<file path="config.mk">
export PLATFORM = sky130hd
export DESIGN_NAME = fetch_stage
export DESIGN_NICKNAME = d
export VERILOG_FILES = /design/src/rtl/fetch_stage.sv
export SDC_FILE = /design/constraint.sdc
export NUM_CORES = 1
export LEC_CHECK = 0
export ABC_CLOCK_PERIOD_IN_PS = 4400
export CAP_MARGIN = 15
export CORE_ASPECT_RATIO = 0.8
export CORE_MARGIN = 2
export CORE_UTILIZATION = 25
export CTS_CLUSTER_DIAMETER = 120
export DETAILED_ROUTE_END_ITERATION = 10
export GPL_TIMING_DRIVEN = 0
export SYNTH_ARGS = -nofsm -noshare
export SYNTH_HDL_FRONTEND = slang
export SYNTH_SLANG_ARGS = --single-unit
</file>
<file path="constraint.sdc">
create_clock -name clk -period 4.4 [get_ports clk]
set_input_delay 0.88 -clock clk [delete_from_list [all_inputs] [get_ports clk]]
set_output_delay 0.88 -clock clk [all_outputs]
set_load 0.05 [all_outputs]
</file>
<file path="src/rtl/fetch_stage.sv">
// IF stage: owns the PC, issues single-outstanding ibus requests, fills the IF/ID register.
// Optional FETCH_MISALIGN_TRAP_EN adds a fetch_misalign output and traps on misaligned PCs.
module fetch_stage #(
    parameter logic [63:0] PC_INIT = 64'h8000_0000
) (
    input  logic        clk,
    input  logic        reset,
    output logic        ireq_valid,
    output logic [63:0] ireq_addr,
    input  logic        iresp_data_ok,
    input  logic [31:0] iresp_data,
    input  logic        stall,
    input  logic        redirect_valid,
    input  logic [63:0] redirect_pc,
`ifdef FETCH_MISALIGN_TRAP_EN
    output logic        fetch_misalign,
`endif
    output logic [96:0] dataF
);

    typedef struct packed {
        logic [31:0] raw_instr;
        logic [63:0] pc;
        logic        valid;
    } fetch_data_t;

    typedef enum logic [1:0] {FETCH, HOLD, DROP, TRAP} state_t;

    state_t      state, state_next;
    logic [63:0] pc, pc_next;
    fetch_data_t if_id, if_id_next;
    logic [31:0] skid_instr, skid_instr_next;
    logic [63:0] skid_pc, skid_pc_next;
    logic        skid_valid, skid_valid_next;
    logic [63:0] tgt, tgt_next;
    logic        req;
    logic        free;
`ifdef FETCH_MISALIGN_TRAP_EN
    logic        misalign, misalign_next;
    logic        misaligned;

    assign misaligned     = (pc[1:0] != 2'b00);
    assign fetch_misalign = misalign;
    assign ireq_addr      = pc;
`else
    assign ireq_addr      = {pc[63:2], 2'b00};
`endif

    assign free       = !if_id.valid || !stall;
    // Reset gates the request combinationally so the bus sees it drop at once.
    assign ireq_valid = reset && req;
    assign dataF      = if_id;

    always_comb begin
        state_next      = state;
        pc_next         = pc;
        if_id_next      = if_id;
        skid_instr_next = skid_instr;
        skid_pc_next    = skid_pc;
        skid_valid_next = skid_valid;
        tgt_next        = tgt;
        req             = 1'b0;
`ifdef FETCH_MISALIGN_TRAP_EN
        misalign_next   = misalign;
`endif
        case (state)
            FETCH: begin
                req = 1'b1;
`ifdef FETCH_MISALIGN_TRAP_EN
                if (misaligned) begin
                    req = 1'b0;
                    if (redirect_valid) begin
                        pc_next          = redirect_pc;
                        if_id_next.valid = 1'b0;
                    end else if (free) begin
                        if_id_next.raw_instr = '0;
                        if_id_next.pc        = pc;
                        if_id_next.valid     = 1'b1;
                        misalign_next        = 1'b1;
                        state_next           = TRAP;
                    end
                end else
`endif
                if (redirect_valid && iresp_data_ok) begin
                    pc_next          = redirect_pc;
                    if_id_next.valid = 1'b0;
                end else if (redirect_valid) begin
                    tgt_next         = redirect_pc;
                    if_id_next.valid = 1'b0;
                    state_next       = DROP;
                end else if (iresp_data_ok && free) begin
                    if_id_next.raw_instr = iresp_data;
                    if_id_next.pc        = pc;
                    if_id_next.valid     = 1'b1;
                    pc_next              = pc + 64'd4;
                end else if (iresp_data_ok) begin
                    skid_instr_next = iresp_data;
                    skid_pc_next    = pc;
                    skid_valid_next = 1'b1;
                    pc_next         = pc + 64'd4;
                    state_next      = HOLD;
                end else if (!stall) begin
                    if_id_next.valid = 1'b0;
                end
            end
            HOLD: begin
                if (redirect_valid) begin
                    skid_valid_next  = 1'b0;
                    if_id_next.valid = 1'b0;
                    pc_next          = redirect_pc;
                    state_next       = FETCH;
                end else if (!stall) begin
                    if_id_next.raw_instr = skid_instr;
                    if_id_next.pc        = skid_pc;
                    if_id_next.valid     = skid_valid;
                    skid_valid_next      = 1'b0;
                    state_next           = FETCH;
                end
            end
            DROP: begin
                // Old address stays on the bus until its response retires.
                req = 1'b1;
                if (redirect_valid) begin
                    tgt_next         = redirect_pc;
                    if_id_next.valid = 1'b0;
                end
                if (iresp_data_ok) begin
                    pc_next    = redirect_valid ? redirect_pc : tgt;
                    state_next = FETCH;
                end
            end
`ifdef FETCH_MISALIGN_TRAP_EN
            TRAP: begin
                if (redirect_valid) begin
                    pc_next          = redirect_pc;
                    if_id_next.valid = 1'b0;
                    misalign_next    = 1'b0;
                    state_next       = FETCH;
                end else if (!stall) begin
                    if_id_next.valid = 1'b0;
                    misalign_next    = 1'b0;
                end
            end
`endif
            default: state_next = FETCH;
        endcase
    end

    always_ff @(posedge clk or negedge reset) begin
        if (!reset) begin
            state      <= FETCH;
            pc         <= PC_INIT;
            if_id      <= '0;
            skid_instr <= '0;
            skid_pc    <= '0;
            skid_valid <= 1'b0;
            tgt        <= '0;
`ifdef FETCH_MISALIGN_TRAP_EN
            misalign   <= 1'b0;
`endif
        end else begin
            state      <= state_next;
            pc         <= pc_next;
            if_id      <= if_id_next;
            skid_instr <= skid_instr_next;
            skid_pc    <= skid_pc_next;
            skid_valid <= skid_valid_next;
            tgt        <= tgt_next;
`ifdef FETCH_MISALIGN_TRAP_EN
            misalign   <= misalign_next;
`endif
        end
    end

endmodule

</file>
== Word level (Yosys, flattened, before mapping) ==
Cells that the tools add are included.

* Register bits after elaboration: 324
* Bits of input ports: 101
* Output and inout bits: 162

* $add $sub $neg: 1
* Equality and inequality tests: 19
* Multiplexer cells: 39
* Bitwise logic cells: 3
* Reductions and logical operators: 18

{| class="wikitable"
|+ Operator list
! kind !! number
|-
| two-way mux 64 bit || 8
|-
| two-way mux 96 bit || 4
|-
| case mux 64 bit (3 select lines) || 1
|-
| case mux 96 bit (2 select lines) || 1
|-
| case mux 64 bit (2 select lines) || 1
|-
| two-way mux 97 bit || 1
|-
| adder 64 x 3 -> 64 bit (second input constant) || 1
|-
| inequality test 2 bit (second input constant) || 10
|-
| AND reduction 5 bit || 4
|-
| two-way mux 2 bit || 7
|-
| two-way mux 1 bit || 13
|-
| inequality test 3 bit (second input constant) || 4
|-
| AND reduction 6 bit || 2
|-
| inequality test 5 bit (second input constant) || 2
|-
| case mux 2 bit (3 select lines) || 1
|-
| inequality test 4 bit (second input constant) || 1
|-
| nonzero test 2 bit || 2
|-
| logical AND 1 bit || 3
|-
| NOT 1 bit || 3
|-
| case mux 1 bit (3 select lines) || 1
|-
| nonzero test 3 bit || 1
|-
| == test 2 x 1 -> 1 bit (second input constant) || 1
|-
| == test 2 bit (second input constant) || 1
|-
| logical NOT 1 bit || 2
|-
| other kinds (5) || 5
|}

== Depth between registers and ports, before layout ==
* Word-level depth: 7
* Gate-level depth with buffers: 10
* Gate-level depth less buffers: 8

== Worst setup path before layout ==
No wires, ideal clock.

* Path type: reg-to-output
* Start point: register state[1]
* End point: output ireq_valid
* Arrival time: 1.662 ns
* Required time: 3.520 ns
* Setup slack: 1.858 ns
* Cell stages (with the launch flop): 6
* Buffers on the path: 1
* Cells stage by stage: dfrtp_1 > inv_1 > ha_1 > clkbuf_1 > nor2_1 > nor2b_1

* Word-level cells in the longest chain between the ends: 4
* Elaborated cells between the ends (all ways): 5

{| class="wikitable"
|+ Ends and longest elaborated chain
! item !! RTL line !! text
|-
| start: declaration || 29 || <nowiki>state_t state, state_next;</nowiki>
|-
| start signal: assignment || 162 || <nowiki>state <= state_next;</nowiki>
|-
| == test 2 bit or logical NOT 2 bit (tied branches) || 66 || <nowiki>case (state)</nowiki>
|-
| OR reduction 2 bit (no line) * || - ||
|-
| two-way mux 1 bit * || 66 ||
|-
| logical AND 1 bit * || 51 || <nowiki>assign ireq_valid = reset && req;</nowiki>
|-
| end: declaration || 8 || <nowiki>output logic ireq_valid,</nowiki>
|}

Mark *: on every way between the ends. The rest lies on a longest branch, timed or not.

== Worst setup path after layout ==
* Start point: input reset
* End point: output ireq_valid

* Word-level cells in the longest chain between the ends: 1

{| class="wikitable"
|+ Ends and longest elaborated chain
! item !! RTL line !! text
|-
| start: declaration || 7 || <nowiki>input logic reset,</nowiki>
|-
| logical AND 1 bit || 51 ||
|}

No other way between the ends.

==> results.ini <==
[run_status]
status = completed

[place]
gp_congestion = 0.8987
dpl.hpwl_mm = 50.59
dpl_cell_area_mm2 = 0.02137
dpl.cell_count = 2947
portBuffers = 259

[synthesis]
syn_area_per_cell_um2 = 9.951
synth_edf_count = 0
yosys_warnings = 0
syn_area_mm2 = 0.01750
async_reset_ff_frac = 1.000
ys_seq_elements = 324
synth_flop_cell = dfrtp_1
yosysSeqAreaShare = 0.4633
synthCells = 1759
yosysUniqueCellTypes = 63

[power]
cellPowerDensity_mw_per_mm2 = 839.2
peakVddDrop_uv = 472.0
total_power_uw = 19220
power.leakage_uw = 0.008982

[drt]
drtIter0Drc = 1310
wl_per_cell_um = 23.02
antenna_left = 0
vias_per_cell = 5.009
drt_wl_total_mm = 69.78
drtPass1Iterations = 7
drc = 0
num_vias = 15180

[clock_tree]
clk_path_buf_depth = 3
cts_tree = yes
cts_setup_buffers = 0
ctsHoldBuffers = 0
cts_made_buffers = 41
clock_latency_ps = 590
clock-root-buffer = clkbuf_16
ctsResizeCount = 0
clk_pin_slew_ps = 60
htree_num_levels = 2
clock_sinks = 324

[worst_setup_path]
arrival_ps = 3280
critPathMaxFanout = 111
slowest_stage = clkdlybuf4s50_1
path_class = primary input to output port
cp_data_required_time_ps = 3520
slowest_delay_ps = 870
crit_chain = buf_8, buf_16, nor2b_1, clkdlybuf4s50_1
start_kind = primary input
critical_path_buf_inv_count = 3
path_delay_family = buffers and inverters
crit_path_end_kind = output port

[floorplan]
die_area_mm2 = 0.07216
initial_utilization = 0.2534
fp.dieH_um = 240.7
coreArea_mm2 = 0.06908
num_io_pins = 263
rows = 86
die_w_um = 299.8

[timing]
hold_viol_final = 0
tightestPinTransition_ps = 1105
slew_headroom = 0.2636
drv_slew = 0
fin_crit_ps = 4157
setup-violations-final = 0
fmax_mhz = 240.6
period_share = 0.9447
finalClockSkew_ps = 32.36
rsz0062_at_grt = false

[grt]
grt_max_degree = 113
grt_antenna_before_repair = 24
grt_pass1_vias = 14860
grt_pass1_wl_mm = 101.2
grt_usage = 0.1893
overflow = 0

[cells_and_area]
fillers = 7131
fin_area_mm2 = 0.02290
area_growth_pct = 30.82
stdcell_count = 3031
drive_gt1_frac = 0.1935
regArea_mm2 = 0.008109
multi_input_area_mm2 = 0.008325
fin_nets = 2172

[hold_path]
hold_path.class = primary input to async pin

[flow_run]
drv_cap = 0

Yosys cell counts, drive strengths merged (27+ instances only):
| cell type | count | area share |
|---|---|---|
| mux2i | 101 | 0.058 |
| nand3 | 38 | 0.012 |
| buf | 92 | 0.035 |
| a22oi | 27 | 0.012 |
| dfrtp | 323 | 0.46 |
| nand2 | 147 | 0.032 |
| nor3 | 38 | 0.013 |
| a21oi | 199 | 0.057 |
| nor2 | 167 | 0.036 |
| clkbuf | 116 | 0.025 |
| mux2 | 224 | 0.14 |
| o21ai | 73 | 0.021 |
routing by layer:
layer  vias up  GRT usage  wire length [µm]
met2       610     0.2825             30270
met1      7524     0.2560             30430
li1       6896          -                 -
met5         -          0               120
met4        20    0.06364              2165
met3       132    0.06337              6800
final timing paths:
check                      startpoint         end  slack, ps  cells past startpoint
max                             reset  ireq_valid        240                      4
min                             reset   dataF[18]        360                      1
max reg2reg                  state[1]      pc[10]        690                     10
min reg2reg                   tgt[29]     tgt[29]        500                      1
max in group asynchronous       reset   dataF[70]       2870                      2
min in group clk              tgt[29]     tgt[29]        500                      1
layout make-up:
| class | count | share of cell area |
|---|---|---|
| antenna | 9 | 0.0009835 |
| buffer | 208 | 0.04584 |
| clock buffer | 57 | 0.05409 |
| clock inverter | 18 | 0.01153 |
| inverter | 7 | 0.001147 |
| multi-input combinational | 1221 | 0.3636 |
| sequential | 324 | 0.3541 |
| tap | 924 | 0.05049 |
| timing repair buffer | 263 | 0.1182 |
state kept, by name (all words and copies together) (netlist names):
signal,cells
pc,64
skid_pc,64
skid_valid,1
state,2
dataF,97
tgt,64
skid_instr,32
cells by family (layout without fill, tap and decap cells):
logic type / Yosys count / count (layout) / share of synthesized area
other cells: 1 / 11 / 0.0002142
compound gates: 402 / 402 / 0.1378
buf+inv: 215 / 553 / 0.06133
flops: 324 / 324 / 0.4633
fa+ha+maj: 5 / 5 / 0.003574
xor+xnor: 9 / 9 / 0.004503
simple gates: 478 / 478 / 0.1274
mux: 325 / 325 / 0.2019
where the power goes:
group          internal, µW  total (µW)  leakage [µW]  switching, µW
clock network          2320        3770      0.000739           1450
logic                  3670        9790       0.00436           6120
registers              4450        5650       0.00388           1200
total                 10400       19200       0.00898           8770
metrics by stage:
step	setup TNS, ps	util	hold WS, ps	worst slack, ps
2_1_floorplan	0	-	466.8	1858
3_3_place_gp	-4016910	0.3077	482.0	-12390
3_5_place_dp	0	0.3094	491.0	176.6
4_1_cts	0	0.3312	389.2	246.7
5_1_grt	0	0.3312	430.7	15.39
6_report	0	0.3315	363.9	243.5
cells in the final DEF (no fill, tap or decap), types with 11 or more instances in the layout:
cell type,n
buf_2,13
mux2i_1,101
dfrtp_1,323
a31oi_1,12
clkbuf_8,11
o31ai_1,14
a22oi_1,27
a22o_1,22
buf_4,65
nor2_1,167
buf_1,14
nand2_1,147
nand4_1,24
clkbuf_1,112
o21ai_0,73
nor4_1,21
and3_1,11
nand3_1,35
nor3_1,34
clkbuf_16,43
a21oi_1,199
clkdlybuf4s50_1,258
mux2_2,224
Power figures use the tool's default switching activity.
